<file path="src/rtl/lcd_spi_seq.sv">
// lcd_spi_seq: SPI byte sequencer for an LCD panel.
// Runs the power-up reset sequence, then shifts mode-0 bytes with cs/dc control.
module lcd_spi_seq #(
    parameter int CLK_DIV  = 4,
    parameter int RST_LOW  = 5_000_000,
    parameter int RST_WAIT = 12_000_000,
    parameter int CS_GAP   = 2
) (
    input  logic       i_clk,
    input  logic       i_reset,
    input  logic       i_cmd_valid,
    output logic       o_cmd_ready,
    input  logic [7:0] i_cmd_data,
    input  logic       i_cmd_dc,
    input  logic       i_cmd_last,
    input  logic       i_hw_reset_req,
    output logic       o_cs,
    output logic       o_scl,
    output logic       o_sda,
    output logic       o_dc,
    output logic       o_lcd_reset,
    output logic       o_byte_done,
    output logic       o_init_done,
    output logic       o_busy
);

    // A parameter value of 0 behaves as 1.
    localparam int CD = (CLK_DIV  < 1) ? 1 : CLK_DIV;
    localparam int RL = (RST_LOW  < 1) ? 1 : RST_LOW;
    localparam int RW = (RST_WAIT < 1) ? 1 : RST_WAIT;
    localparam int CG = (CS_GAP   < 1) ? 1 : CS_GAP;

    localparam int DMAX = (RL > RW) ? ((RL > CG) ? RL : CG)
                                    : ((RW > CG) ? RW : CG);
    localparam int DW = $clog2(DMAX + 1);
    localparam int VW = $clog2(CD + 1);

    localparam logic [DW-1:0] RL_END = DW'(RL - 1);
    localparam logic [DW-1:0] RW_END = DW'(RW - 1);
    localparam logic [DW-1:0] CG_END = DW'(CG - 1);
    localparam logic [VW-1:0] CD_END = VW'(CD - 1);

    typedef enum logic [2:0] {
        S_POR_LOW,
        S_POR_WAIT,
        S_IDLE,
        S_SHIFT,
        S_HOLD,
        S_GAP
    } state_t;

    state_t        r_state, w_state;
    logic [DW-1:0] r_cnt,   w_cnt;
    logic [VW-1:0] r_div,   w_div;
    logic [2:0]    r_bit,   w_bit;
    logic [6:0]    r_sh,    w_sh;
    logic          r_last,  w_last;
    logic          r_cs,    w_cs;
    logic          r_scl,   w_scl;
    logic          r_sda,   w_sda;
    logic          r_dc,    w_dc;
    logic          r_lrst,  w_lrst;
    logic          r_done,  w_done;
    logic          r_init,  w_init;
    logic          r_busy,  w_busy;
    logic          w_xfer;

    assign o_cmd_ready = ((r_state == S_IDLE) || (r_state == S_HOLD))
                         && !i_hw_reset_req;
    assign w_xfer = i_cmd_valid && o_cmd_ready;

    assign o_cs        = r_cs;
    assign o_scl       = r_scl;
    assign o_sda       = r_sda;
    assign o_dc        = r_dc;
    assign o_lcd_reset = r_lrst;
    assign o_byte_done = r_done;
    assign o_init_done = r_init;
    assign o_busy      = r_busy;

    // Next-state and next-output logic for the whole sequencer.
    always_comb begin
        w_state = r_state;
        w_cnt   = r_cnt;
        w_div   = r_div;
        w_bit   = r_bit;
        w_sh    = r_sh;
        w_last  = r_last;
        w_cs    = r_cs;
        w_scl   = r_scl;
        w_sda   = r_sda;
        w_dc    = r_dc;
        w_lrst  = r_lrst;
        w_done  = 1'b0;
        w_init  = r_init;
        case (r_state)
            S_POR_LOW: begin
                w_lrst = 1'b0;
                w_cs   = 1'b1;
                if (r_cnt == RL_END) begin
                    w_state = S_POR_WAIT;
                    w_cnt   = '0;
                    w_lrst  = 1'b1;
                end else begin
                    w_cnt = r_cnt + 1'b1;
                end
            end
            S_POR_WAIT: begin
                if (r_cnt == RW_END) begin
                    w_state = S_IDLE;
                    w_cnt   = '0;
                    w_init  = 1'b1;
                end else begin
                    w_cnt = r_cnt + 1'b1;
                end
            end
            S_IDLE, S_HOLD: begin
                if (i_hw_reset_req) begin
                    w_state = S_POR_LOW;
                    w_cnt   = '0;
                    w_lrst  = 1'b0;
                    w_cs    = 1'b1;
                    w_scl   = 1'b0;
                    w_init  = 1'b0;
                end else if (w_xfer) begin
                    w_state = S_SHIFT;
                    w_sh    = i_cmd_data[6:0];
                    w_sda   = i_cmd_data[7];
                    w_dc    = i_cmd_dc;
                    w_last  = i_cmd_last;
                    w_cs    = 1'b0;
                    w_scl   = 1'b0;
                    w_div   = '0;
                    w_bit   = '0;
                end
            end
            S_SHIFT: begin
                if (r_div == CD_END) begin
                    w_div = '0;
                    if (!r_scl) begin
                        w_scl = 1'b1;
                    end else begin
                        // Falling edge: advance to the next bit or finish.
                        w_scl = 1'b0;
                        if (r_bit == 3'd7) begin
                            w_done  = 1'b1;
                            w_cnt   = '0;
                            w_cs    = r_last;
                            w_state = r_last ? S_GAP : S_HOLD;
                        end else begin
                            w_bit = r_bit + 3'd1;
                            w_sda = r_sh[6];
                            w_sh  = {r_sh[5:0], 1'b0};
                        end
                    end
                end else begin
                    w_div = r_div + 1'b1;
                end
            end
            S_GAP: begin
                if (r_cnt == CG_END) begin
                    w_state = S_IDLE;
                    w_cnt   = '0;
                end else begin
                    w_cnt = r_cnt + 1'b1;
                end
            end
            default: begin
                w_state = S_POR_LOW;
                w_cnt   = '0;
                w_cs    = 1'b1;
                w_lrst  = 1'b0;
            end
        endcase
        w_busy = !((w_state == S_IDLE) || (w_state == S_HOLD));
    end

    // State and registered outputs; reset restarts the power-up sequence.
    always_ff @(posedge i_clk) begin
        if (i_reset) begin
            r_state <= S_POR_LOW;
            r_cnt   <= '0;
            r_div   <= '0;
            r_bit   <= '0;
            r_sh    <= '0;
            r_last  <= 1'b0;
            r_cs    <= 1'b1;
            r_scl   <= 1'b0;
            r_sda   <= 1'b0;
            r_dc    <= 1'b0;
            r_lrst  <= 1'b0;
            r_done  <= 1'b0;
            r_init  <= 1'b0;
            r_busy  <= 1'b1;
        end else begin
            r_state <= w_state;
            r_cnt   <= w_cnt;
            r_div   <= w_div;
            r_bit   <= w_bit;
            r_sh    <= w_sh;
            r_last  <= w_last;
            r_cs    <= w_cs;
            r_scl   <= w_scl;
            r_sda   <= w_sda;
            r_dc    <= w_dc;
            r_lrst  <= w_lrst;
            r_done  <= w_done;
            r_init  <= w_init;
            r_busy  <= w_busy;
        end
    end

endmodule

</file>
<file path="config.mk">
export PLATFORM = sky130hd
export DESIGN_NAME = lcd_spi_seq
export DESIGN_NICKNAME = d
export VERILOG_FILES = /design/src/rtl/lcd_spi_seq.sv
export SDC_FILE = /design/constraint.sdc
export NUM_CORES = 1
export LEC_CHECK = 0
export ABC_CLOCK_PERIOD_IN_PS = 2400
export CAP_MARGIN = 20
export CORE_MARGIN = 1
export CORE_UTILIZATION = 45
export DETAILED_ROUTE_END_ITERATION = 8
export SETUP_SLACK_MARGIN = 0.4
export SLEW_MARGIN = 20
export SYNTH_ARGS = -nofsm -noshare
export SYNTH_HDL_FRONTEND = slang
export SYNTH_SLANG_ARGS = --single-unit
</file>
<file path="constraint.sdc">
create_clock -name i_clk -period 2.4 [get_ports i_clk]
set_input_delay 0.24 -clock i_clk [delete_from_list [all_inputs] [get_ports i_clk]]
set_output_delay 0.24 -clock i_clk [all_outputs]
set_load 0.1 [all_outputs]
</file>
After elaboration in Yosys (flattened, before gate mapping)
Cells that the tools add are included.
Cells by class
  bitwise operators: 6
  add/sub/neg operators: 3
  muxes and demuxes: 54
  equal/unequal tests: 21
  reduce and logical (&&, ||, !) cells: 21
Operators by type and width (number)
  $mux W24: 7
  $pmux W24 S5: 1
  $mux W3: 14
  $mux W7: 5
  $add A24 B1 Y24 const B: 1
  $eq A24 B1 Y1 const B: 1
  $eq A24 B23 Y1 const B: 1
  $eq A24 B24 Y1 const B: 1
  $mux W1: 18
  $ne A2 B2 Y1 const B: 8
  $pmux W3 S5: 1
  $pmux W7 S2: 1
  $eq A3 B2 Y1 const B: 4
  $eq A3 B3 Y1 const B: 4
  $pmux W3 S2: 2
  $reduce_and A3 Y1: 4
  $add A3 B1 Y3 const B: 2
  $not A1 Y1: 6
  $pmux W1 S2: 3
  $pmux W1 S3: 2
  $reduce_and A6 Y1: 1
  $reduce_and A5 Y1: 1
  $reduce_and A4 Y1: 1
  $reduce_bool A2 Y1: 2
  10 further kinds: 14
Storage, ports and cells
  output and inout bits: 9
  word-level logic and storage cells: 119
  bits of input ports: 14
  register bits: 49

Depth between registers and ports, before layout
  depth in word-level cells: 10
  mapped depth: 10
  depth with buffers taken out: 8

Worst setup path after synthesis
Ideal clock, no wire load.
  path type: reg-to-reg
  start point: register r_state[2]
  end point: register r_bit[0]
  required time: 2.272 ns
  data arrival time: 2.653 ns
  setup slack: -0.380 ns
  setup time: 0.128 ns
  buffers on the path: 4
  clock period less this slack: 2.780 ns
  cell stages (with the launch flop): 11
  cells stage by stage: dfxtp_1 -> buf_2 -> nand2b_1 -> a21boi_2 -> and2_0 -> buf_2 -> o221a_2 -> buf_2 -> buf_6 -> mux2i_1 -> nor2_1
On the way
  cells in the longest elaborated chain, start to end: 6
  elaborated cells between the ends (all ways): 15
  classes of those cells: eq/ne: 8; mux: 1; reduce/logical: 6
RTL lines
  start, declared: RTL line 52  | state_t r_state, w_state;
  start signal, assigned: RTL line 196  | r_state <= w_state;
  $eq A3 B2 Y1 or $eq A3 B3 Y1 (tied branches): RTL line 68  | assign o_cmd_ready = ((r_state == S_IDLE) || (r_state == S_HOLD))
  $logic_or A1 B1 Y1 *: RTL line 68
  $logic_and A1 B1 Y1 *: RTL line 69  | && !i_hw_reset_req;
  net o_cmd_ready: RTL line 12  | output logic o_cmd_ready,
  $logic_and A1 B1 Y1 *: RTL line 70  | assign w_xfer = i_cmd_valid && o_cmd_ready;
  $ne A2 B2 Y1 (no line) *
  $reduce_and A6 Y1 (no line) *
  end signal, assigned: RTL line 199  | r_bit <= w_bit;
  end, declared: RTL line 55  | logic [2:0] r_bit, w_bit;
Mark *: on every way through the listed nets, which the timed path passes. The rest lies on a longest branch.
A chain may end at the register's enable or synchronous reset.

Worst setup path after layout
  start point: register r_cnt[15]
  end point: register r_cnt[14]
On the way
  cells in the longest elaborated chain, start to end: 3
  elaborated cells between the ends (all ways): 7
  classes of those cells: eq/ne: 3; mux: 4
RTL lines
  start, declared: RTL line 53  | logic [DW-1:0] r_cnt, w_cnt;
  start signal, assigned: RTL line 197  | r_cnt <= w_cnt;
  $eq A24 B1 Y1, or another cell as far along: RTL line 161  | if (r_cnt == CG_END) begin
  $mux W24 (on tied branches): RTL line 161, 100, 109
  $pmux W24 S5 *: RTL line 96  | case (r_state)
Every way passes the cells marked *; elsewhere a longest branch is shown, timed or not.

==> qor.json <==
{
  "drt_initial_violations": 129,
  "met2_length_um": 4080,
  "critical_path_arrival_ns": 2.30,
  "dp_slack_ns": 0.0509,
  "combinationalPowerShare_pct": 8.1,
  "ir_drop_uv": 279,
  "timing.clock.skew_ns": 0.00684,
  "dpl.hpwl_um": 5070,
  "slew-limit-headroom_pct": 58.1,
  "clk_transition_reported_paths_ns": 0.10,
  "synthFlopType": "dfxtp_1",
  "synth.net_count": 392,
  "yosys_register_bits": 49,
  "synth_edf_count": 0,
  "worst-path-max-fanout": 5,
  "layout_worst_path_cycle_share_pct": 87.4,
  "drc_errors": 0,
  "netSwitchingPower_mw": 0.386,
  "avgSynthCellArea_um2": 7.54,
  "pin_count_of_the_biggest_net_entering_global_routing": 32,
  "hold_viol_final": 0,
  "hp-class": "reg -> reg",
  "power.sequential.fraction_pct": 53.1,
  "switching_share_pct": 24.2,
  "floorplan.die_area_um2": 6550,
  "critical_path.reg2reg.startpoint": "r_cnt[15]$_SDFFE_PP0P_",
  "register_to_register_setup_slack_ns": 0.30,
  "ant_nets": 0,
  "gr_usage_total_pct": 24.1,
  "layout.nets": 443,
  "finalSetupViolations": 0,
  "final.setup.worst_slack_ns": 0.302,
  "post_synth_instance_area_um2": 2800,
  "number_of_vias_in_the_routed_layout": 2866,
  "clock_sink_count": 49,
  "synth_cell_type_count": 54,
  "highest_layer": "met4",
  "design.portCount": 23,
  "worst-slew-pin-transition_ns": 0.627,
  "grt_setup_unrepaired": "yes",
  "static-leakage-power_nw": 1.38,
  "worst_r2r_path_depth": 6,
  "met1Wirelength_um": 3510,
  "flow.area_growth_from_synthesis_pct": 37.4,
  "global_route.overflow_total": 0,
  "met3_length_um": 309,
  "synth_seq_area_share_pct": 35.0,
  "std_cell_rows": 28,
  "antenna-diode-count": 0,
  "fin_tns_setup_ns": 0,
  "power_report.internal_total_mw": 1.21,
  "grt_first_pass_wirelength_um": 12300,
  "cts_root_buffer": "clkbuf_8",
  "synth_async_sr_flop_share_pct": 0,
  "clock_tree_from_tritoncts": "built",
  "max_cap_viol_count": 0,
  "rr_endpoint": "r_cnt[14]$_SDFFE_PP0P_",
  "netlist_instances": 372,
  "design.core.area_um2": 5960,
  "cp.required_ns": 2.60,
  "routed_wirelength_normalized_by_instance_count_um": 16.1,
  "crit_path_start_kind": "flop",
  "register_area_um2": 1020,
  "vias_per_cell": 5.74,
  "report.power.total_mw": 1.60,
  "ctsHtreeMaxLevel": 2,
  "first_global_vias": 2624,
  "cp-endpoint": "r_cnt[14]$_SDFFE_PP0P_",
  "cellPowerDensity_nw_per_um2": 414,
  "yosysWarningCount": 0,
  "die-height_um": 80.9,
  "num-fill-cells": 515,
  "report.final.slew_viol_count": 0,
  "timing.final.crit_period_ns": 2.10,
  "power.share.clock_pct": 38.8,
  "floorplan.die.width_um": 80.9,
  "startpoint_to_endpoint_class_of_the_critical_path": "reg -> reg",
  "achievable-frequency_ghz": 0.477,
  "number_of_antenna_violations_at_the_first_check_in_global_routing": 0,
  "post_route_cells_drive_above_1_share_pct": 33.0,
  "status": "finished clean",
  "critPathCaptureType": "flop",
  "crit_path_start": "r_cnt[15]$_SDFFE_PP0P_",
  "cts-root-to-sink-buffers": 2,
  "first_pass_iters": 5,
  "multi_input_comb_area_um2": 1960,
  "gpl.final_weighted_congestion": 0.849,
  "drt_wl_total_um": 8030,
  "clkLatencyLatePin_ns": 0.31,
  "floorplan.initialDensity_pct": 47.1,
  "portBuffers": 22,
  "numCtsBuffers": 5
}
## through the flow
step,util [%],std cells,hold slack [ns],area [um2]
2_1_floorplan,-,372,0.376,2870
3_5_place_dp,53.7,469,0.449,3200
5_1_grt,64.7,499,0.492,3850
4_1_cts,59.7,491,0.463,3550
6_report,64.7,499,0.461,3850
3_3_place_gp,53.7,469,0.446,3200
## how the worst min path moves through the flow
stage / from / to / cells past startpoint
global placement: o_dc$_SDFFE_PP0P_ / o_dc$_SDFFE_PP0P_ / 2
floorplan: i_cmd_last / r_last$_SDFFE_PP0P_ / 2
global route: r_sh[6]$_SDFFE_PP0P_ / o_sda$_SDFFE_PP0P_ / 2
CTS: o_dc$_SDFFE_PP0P_ / o_dc$_SDFFE_PP0P_ / 2
detailed placement: o_dc$_SDFFE_PP0P_ / o_dc$_SDFFE_PP0P_ / 2
finish: o_dc$_SDFFE_PP0P_ / o_dc$_SDFFE_PP0P_ / 2
## synthesized netlist by cell type (5+ instances only)
master / count / area share (%)
a21oi_1: 16 / 2.9
a311oi_1: 8 / 2.5
a31oi_1: 15 / 3.3
buf_2: 9 / 1.6
clkbuf_1: 10 / 1.3
dfxtp_1: 49 / 35
ha_1: 6 / 2.7
inv_1: 10 / 1.3
mux2i_1: 5 / 1.8
nand2_1: 78 / 10
nand2b_1: 5 / 1.1
nand3_1: 18 / 3.2
nand3_2: 6 / 2.1
nand4_1: 5 / 1.1
nor2_1: 38 / 5.1
nor3_1: 19 / 3.4
nor4_1: 6 / 1.3
o211ai_1: 5 / 1.3
o21ai_0: 5 / 0.89
o21ai_1: 6 / 1.1
## critical path: stages (launching register included)
cell	delay, ns
dfxtp_2	0.34
nand4bb_4	0.23
or4_4	0.55
o21ai_4	0.29
a31oi_4	0.19
a21o_1	0.21
a22o_1	0.17
## placed cells by master (no fill, tap or decap), types with 4 or more instances in the layout
cell type,n
nand2_1,71
buf_4,38
nor2_1,35
dfxtp_1,27
dfxtp_2,18
nor3_1,17
a31oi_1,14
clkdlybuf4s50_1,13
a21oi_1,12
nand3_2,11
buf_6,11
inv_1,10
nand3_1,10
a311oi_1,8
nand2_2,7
nand4_1,5
and2_1,5
mux2i_1,5
o21ai_0,5
o211ai_1,5
ha_1,5
clkbuf_8,5
a21oi_2,4
nor2b_1,4
and3_1,4
dfxtp_4,4
## final cells by class
| class | instances | area share [%] |
|---|---|---|
| well taps | 75 | 2.44 |
| multi-input cells | 291 | 51.0 |
| clock inverters | 3 | 1.20 |
| inverters | 10 | 0.974 |
| flip-flops and latches | 49 | 26.4 |
| repair buffers | 66 | 16.2 |
| clock buffers | 5 | 1.79 |
## power by group through the flow
stage,Clock [mW],Combinational (mW),Sequential (mW)
floorplan,0,0.0521,0.856
global placement,0,0.0855,0.863
detailed placement,0,0.0865,0.863
CTS,0.625,0.109,0.846
global route,0.660,0.140,0.850
finish,0.618,0.130,0.847
## what timing repair did
item	CTS	global route
hold buffers	0	0
gates cloned	1	2
resized for setup	28	56
setup endpoints to repair	27	37
hold endpoints to repair	0	0
setup buffers	13	6
pin swaps	6	29
## cells by family (layout without fill, tap and decap cells)
logic type               count (synthesis)  after routing  synth area share [%]
multiplexers                             5              5                  1.78
adder cells (fa/ha/maj)                  6              6                  2.68
AND/OR/NAND/NOR                        202            202                  34.7
AO/OA/AOI/OAI                           76             78                  19.8
flip-flops                              49             49                  35.0
buffers and inverters                   34             84                  6.02
## registers in the layout, summed over array words and instances, names as in the netlist
register,flops
o_init_done,1
o_sda,1
o_dc,1
r_cnt,24
o_lcd_reset,1
o_busy,1
r_bit,3
o_cs,1
r_div,3
r_state,3
o_scl,1
r_sh,7
r_last,1
o_byte_done,1
## layer usage
layer / up-vias / GRT usage (%)
met2: 65 / 42.9
met4: 0 / 8.04
met1: 1358 / 29.5
li1: 1432 / -
met3: 11 / 3.60
met5: - / 0
(Power assumes the default switching activity.)
